**src/rtl/hazard3_ahbl_arbiter.sv**
```systemverilog
// N-port AHB-Lite arbiter: merges core-side request ports onto one AHB-Lite master port.
// Grant is combinational. A stalled NSEQ holds the winner. Write data follows the data-phase owner.
module hazard3_ahbl_arbiter #(
    parameter int N_PORTS     = 2,
    parameter int W_ADDR      = 32,
    parameter int W_DATA      = 32,
    parameter int ROUND_ROBIN = 0
) (
    input  logic                        clk,
    input  logic                        rst_n,

    input  logic [N_PORTS-1:0]          src_aph_req,
    input  logic [N_PORTS-1:0]          src_aph_panic,
    input  logic [N_PORTS-1:0]          src_aph_excl,
    input  logic [N_PORTS*W_ADDR-1:0]   src_haddr,
    input  logic [N_PORTS*3-1:0]        src_hsize,
    input  logic [N_PORTS-1:0]          src_hwrite,
    input  logic [N_PORTS*4-1:0]        src_hprot,
    input  logic [N_PORTS*W_DATA-1:0]   src_wdata,
    output logic [N_PORTS-1:0]          src_aph_ready,
    output logic [N_PORTS-1:0]          src_dph_ready,
    output logic [N_PORTS-1:0]          src_dph_err,
    output logic [N_PORTS-1:0]          src_dph_exokay,
    output logic [W_DATA-1:0]           src_rdata,

    output logic [W_ADDR-1:0]           ahblm_haddr,
    output logic                        ahblm_hwrite,
    output logic [1:0]                  ahblm_htrans,
    output logic [2:0]                  ahblm_hsize,
    output logic [2:0]                  ahblm_hburst,
    output logic [3:0]                  ahblm_hprot,
    output logic                        ahblm_hmastlock,
    output logic                        ahblm_hexcl,
    input  logic                        ahblm_hready,
    input  logic                        ahblm_hresp,
    input  logic                        ahblm_hexokay,
    output logic [W_DATA-1:0]           ahblm_hwdata,
    input  logic [W_DATA-1:0]           ahblm_hrdata
);

    localparam int W_PTR = (N_PORTS > 1) ? $clog2(N_PORTS) : 1;

    logic               hold_q,        hold_d;
    logic               grant_panic_q, grant_panic_d;
    logic [N_PORTS-1:0] grant_q,       grant_d;
    logic [N_PORTS-1:0] dph_owner_q,   dph_owner_d;
    logic [W_PTR-1:0]   rr_ptr_q,      rr_ptr_d;

    logic [N_PORTS-1:0] grant;
    logic               grant_panic;
    logic [W_PTR-1:0]   grant_idx;
    logic [N_PORTS-1:0] rr_req_rot;
    logic [N_PORTS-1:0] rr_gnt_rot;

    function automatic logic [N_PORTS-1:0] lowest_one(input logic [N_PORTS-1:0] v);
        return v & (~v + N_PORTS'(1));
    endfunction

    // Round-robin: rotate requests so rr_ptr sits at bit 0, pick lowest, rotate back.
    // NOTE: every always_comb output gets a default first, so no path can infer a latch.
    always_comb begin
        rr_req_rot  = N_PORTS'({src_aph_req, src_aph_req} >> rr_ptr_q);
        rr_gnt_rot  = lowest_one(rr_req_rot);
        grant       = '0;
        grant_panic = 1'b0;
        if (!rst_n) begin
            grant = '0;
        end else if (hold_q) begin
            grant       = grant_q;
            grant_panic = grant_panic_q;
        end else if (|src_aph_panic) begin
            grant       = lowest_one(src_aph_panic);
            grant_panic = 1'b1;
        end else if (ROUND_ROBIN == 0) begin
            grant = lowest_one(src_aph_req);
        end else begin
            grant = N_PORTS'({rr_gnt_rot, rr_gnt_rot} >> (N_PORTS - int'(rr_ptr_q)));
        end
    end

    always_comb begin
        grant_idx = '0;
        for (int k = 0; k < N_PORTS; k++)
            if (grant[k]) grant_idx = W_PTR'(k);
    end

    always_comb begin
        ahblm_haddr  = '0;
        ahblm_hwrite = 1'b0;
        ahblm_hsize  = '0;
        ahblm_hprot  = '0;
        ahblm_hexcl  = 1'b0;
        ahblm_hwdata = '0;
        for (int k = 0; k < N_PORTS; k++) begin
            if (grant[k]) begin
                ahblm_haddr  = src_haddr[k*W_ADDR +: W_ADDR];
                ahblm_hwrite = src_hwrite[k];
                ahblm_hsize  = src_hsize[k*3 +: 3];
                ahblm_hprot  = src_hprot[k*4 +: 4];
                ahblm_hexcl  = src_aph_excl[k];
            end
            if (dph_owner_q[k])
                ahblm_hwdata = src_wdata[k*W_DATA +: W_DATA];
        end
    end

    assign ahblm_htrans    = (|grant) ? 2'b10 : 2'b00;
    assign ahblm_hburst    = 3'b000;
    assign ahblm_hmastlock = 1'b0;

    assign src_aph_ready  = {N_PORTS{ahblm_hready}}  & grant;
    assign src_dph_ready  = {N_PORTS{ahblm_hready}}  & dph_owner_q;
    assign src_dph_err    = {N_PORTS{ahblm_hresp}}   & dph_owner_q;
    assign src_dph_exokay = {N_PORTS{ahblm_hexokay}} & dph_owner_q;
    assign src_rdata      = ahblm_hrdata;

    // Hold drops on the first error cycle so the second error cycle may change winner or go IDLE.
    always_comb begin
        hold_d        = ahblm_htrans[1] && !ahblm_hready && !ahblm_hresp;
        grant_d       = grant;
        grant_panic_d = grant_panic;
        dph_owner_d   = ahblm_hready ? grant : dph_owner_q;
        rr_ptr_d      = rr_ptr_q;
        if (ahblm_hready && (|grant) && !grant_panic)
            rr_ptr_d = (grant_idx == W_PTR'(N_PORTS - 1)) ? '0 : grant_idx + 1'b1;
    end

    // NOTE: non-blocking assignments so every flop samples pre-edge values of its peers.
    always_ff @(posedge clk or negedge rst_n) begin
        if (!rst_n) begin
            hold_q        <= 1'b0;
            grant_panic_q <= 1'b0;
            grant_q       <= '0;
            dph_owner_q   <= '0;
            rr_ptr_q      <= '0;
        end else begin
            hold_q        <= hold_d;
            grant_panic_q <= grant_panic_d;
            grant_q       <= grant_d;
            dph_owner_q   <= dph_owner_d;
            rr_ptr_q      <= rr_ptr_d;
        end
    end

endmodule

```
**config.mk**
```make
export PLATFORM = sky130hd
export DESIGN_NAME = hazard3_ahbl_arbiter
export DESIGN_NICKNAME = d
export VERILOG_FILES = /design/src/rtl/hazard3_ahbl_arbiter.sv
export SDC_FILE = /design/constraint.sdc
export NUM_CORES = 1
export LEC_CHECK = 0
export BUFFER_PORTS_ARGS = -buffer_cell sky130_fd_sc_hd__buf_2
export CAP_MARGIN = 20
export CORE_AREA = 4 4 118 120
export DETAILED_ROUTE_END_ITERATION = 8
export DIE_AREA = 0 0 122 124
export PLACE_DENSITY = 0.45
export SETUP_SLACK_MARGIN = 0.3
export SYNTH_ARGS = -nofsm -noshare
export SYNTH_HDL_FRONTEND = slang
export SYNTH_SLANG_ARGS = --single-unit
```
**constraint.sdc**
```tcl
create_clock -name clk -period 2.19 [get_ports clk]
set_input_delay 0.438 -clock clk [delete_from_list [all_inputs] [get_ports clk]]
set_output_delay 0.438 -clock clk [all_outputs]
set_load 0.03 [all_outputs]
```
==> flow_metrics.env <==
export IMPL_hp_class="in -> async"
export IMPL_grt_pass1_wl_um=11710
export IMPL_status="finished with violations"
export IMPL_r2r_start="hold_q"
export IMPL_async_reset_ff_share_pct=100.0
export IMPL_maxCapViolations=0
export IMPL_synth_cell_type_count=23
export IMPL_cpLargestDelayFamily="buffers and inverters"
export IMPL_htreeDepth=1
export IMPL_drv_slew=0
export IMPL_area_delta_synth_final_pct=151.9
export IMPL_crit_required_ns=1.75
export IMPL_setup_viol=38
export IMPL_rsz0062_at_grt="true"
export IMPL_coreArea_sq_um=12980
export IMPL_start_kind="register"
export IMPL_synth_area_sq_um=1684
export IMPL_final_util_pct=32.69
export IMPL_clk_pin_slew_ns=0.03
export IMPL_path_class="reg -> out"
export IMPL_ir_worst_vdd_mv=0.3383
export IMPL_rrSetupSlack_ns=0.47
export IMPL_grt_pass1_vias=2430
export IMPL_synth_edf_count=0
export IMPL_drc=0
export IMPL_die_w_um=122
export IMPL_p_leak_nw=2.207
export IMPL_grt_max_degree=38
export IMPL_skew_ns=0.003820
export IMPL_nets=653
export IMPL_synthTopCellsByArea="mux2i_1, buf_4, a22o_1"
export IMPL_cp_common_cell="buf_6"
export IMPL_yosysWarningCount=0
export IMPL_ys_seq_elements=5
export IMPL_timing_rr_end="dph_owner_q[1]"
export IMPL_synth_flop_cell="dfrtp_1"
export IMPL_min_period_ns=2.290
export IMPL_violations="setup timing"
export IMPL_start_util_pct=12.97
export IMPL_arrival_ns=1.85
export IMPL_n_fill_cell=1340
export IMPL_finalCritPeriodShare_pct=104.6
export IMPL_fp_row_count=42
export IMPL_ys_seq_area_share_pct=7.429
export IMPL_drive_gt1_share_pct=78.06
export IMPL_finalHoldViolCount=0
export IMPL_yosys_area_top_type_share_pct=24.37
export IMPL_cp_cell_sequence="buf_6 -> a221oi_4 -> buf_6 -> clkbuf_16 -> nand2_2 -> mux2i_2 -> buf_4"
export IMPL_antenna_found_initial=0
export IMPL_ff2ff_path_depth=9
export IMPL_insertion_delay_ns=0.23
export IMPL_crit_fanout=6
export IMPL_endpoint_kind="output pin"
export IMPL_fmax_mhz=436.6
export IMPL_antennaDiodeCount=0
export IMPL_cts_sinks=5
export IMPL_vias=2466
export IMPL_fin_total_pwr_mw=1.695
export IMPL_pin_count=306
export IMPL_clk_path_buf_depth=2
export IMPL_cpPeakStageDelay_ns=0.41
export IMPL_syn_inst=240
export IMPL_worst_path_buf_inv=4
export IMPL_cp_slowest_cell="dfrtp_1"
export IMPL_post_drt_wl_per_cell_um=13.46
export IMPL_cts_buffers=3
export IMPL_root_buffer="clkbuf_16"
export IMPL_cts_tree="done"
export IMPL_grt_overflow=0
export IMPL_dieHeight_um=124
export IMPL_vias_per_cell=3.847
export IMPL_io_buffers=236
export IMPL_drtAntennaViolNets=0
export IMPL_drt_total_wl_um=8630
export IMPL_gp_congestion=0.6967
export IMPL_die_area_sq_um=15130
export IMPL_drtIter0Drc=42
export IMPL_p_per_area_nw_per_um2=399.6
export IMPL_fin_ws_ns=-0.1003
export IMPL_synth_top_area_cell="mux2i_1"
export IMPL_drt_pass1_iter_count=4
export IMPL_hpwl_um=6858
export IMPL_avgSynthCellArea_sq_um=7.017
export IMPL_grt_usage_pct=9.532
registers in the layout (all words and copies together), names as in the netlist:
| register | count |
|---|---|
| dph_owner_q | 2 |
| hold_q | 1 |
| grant_q | 2 |
cell usage after synthesis (all sizes together), types with 2 or more instances:
cell type  count
a22o          31
and2           8
buf           46
o21ai          2
inv           44
mux2           2
dfrtp          5
clkbuf         7
mux2i         41
nand2         44
nor2           2
through the flow:
stage                     instance area, sq um  cells  TNS, ns  setup WS [ns]  hold slack (ns)
after floorplan                           2281    244        0         0.2177           0.1424
after global placement                    3456    618  -0.2255       -0.02234           0.3918
after detailed placement                  3456    618   -1.409       -0.05959           0.3846
after CTS                                 3978    634   -1.559       -0.06717           0.1746
after global routing                      4243    641   -5.822        -0.1727           0.2110
final                                     4243    641   -2.384        -0.1003           0.1957
worst max-delay path by stage:
stage	start	end	slack (ns)	cells past startpoint
floorplan	src_aph_panic[1]	ahblm_haddr[0]	0.22	5
global placement	src_aph_panic[0]	ahblm_haddr[3]	-0.02	8
detailed placement	src_aph_panic[0]	ahblm_haddr[1]	-0.06	8
CTS	hold_q	ahblm_haddr[22]	-0.07	8
global route	hold_q	ahblm_haddr[31]	-0.17	7
finish	hold_q	ahblm_haddr[31]	-0.10	7
timing repair:
item / 4_1_cts / 5_1_grt
gates cloned: 2 / 4
setup buffers: 10 / 3
resized for setup: 98 / 41
pin swaps: 3 / 6
hold buffers: 0 / 0
endpoints found under the setup margin: 75 / 75
metal layers:
layer | vias to the layer above | track usage (%) | part of all wire (%)
met2 | 136 | 16.99 | 51
met3 | 16 | 2.316 | 9.0
met5 | - | 0 | 0
met4 | 0 | 1.541 | 1.4
met1 | 1125 | 11.86 | 39
li1 | 1189 | - | -
cells by family after synthesis:
group,Yosys count,synth area share [%]
AND/OR/NAND/NOR,58,14.86
AO/OA/AOI/OAI,36,19.02
buffers and inverters,97,32.76
multiplexers,43,25.71
other,1,0.2227
flip-flops,5,7.429
cells in the final DEF (no fill, tap or decap), types with 2 or more instances in the layout:
| cell | instances |
|---|---|
| and2_1 | 6 |
| buf_4 | 13 |
| dfrtp_1 | 4 |
| buf_12 | 10 |
| and2_4 | 2 |
| a22o_1 | 31 |
| inv_1 | 44 |
| conb_1 | 5 |
| nand2_2 | 28 |
| mux2i_2 | 4 |
| buf_2 | 191 |
| nand2_4 | 8 |
| clkbuf_16 | 7 |
| buf_6 | 49 |
| mux2_2 | 2 |
| nand2_1 | 8 |
| buf_16 | 2 |
| mux2i_4 | 37 |
where the power goes:
group / total [mW] / internal, mW / switching [mW]
sequential: 0.106 / 0.100 / 0.00533
combinational: 1.29 / 0.604 / 0.688
clock: 0.298 / 0.241 / 0.0566
area by class of cell:
type | count | area, sq um | area share (%)
Timing Repair Buffer | 270 | 1968 | 46.39
Multi-Input combinational cell | 142 | 1684 | 39.69
Tap cell | 176 | 220.2 | 5.190
Inverter | 44 | 165.2 | 3.893
Sequential cell | 5 | 126.4 | 2.978
Clock buffer | 4 | 78.83 | 1.858
(Power assumes the default switching activity.)
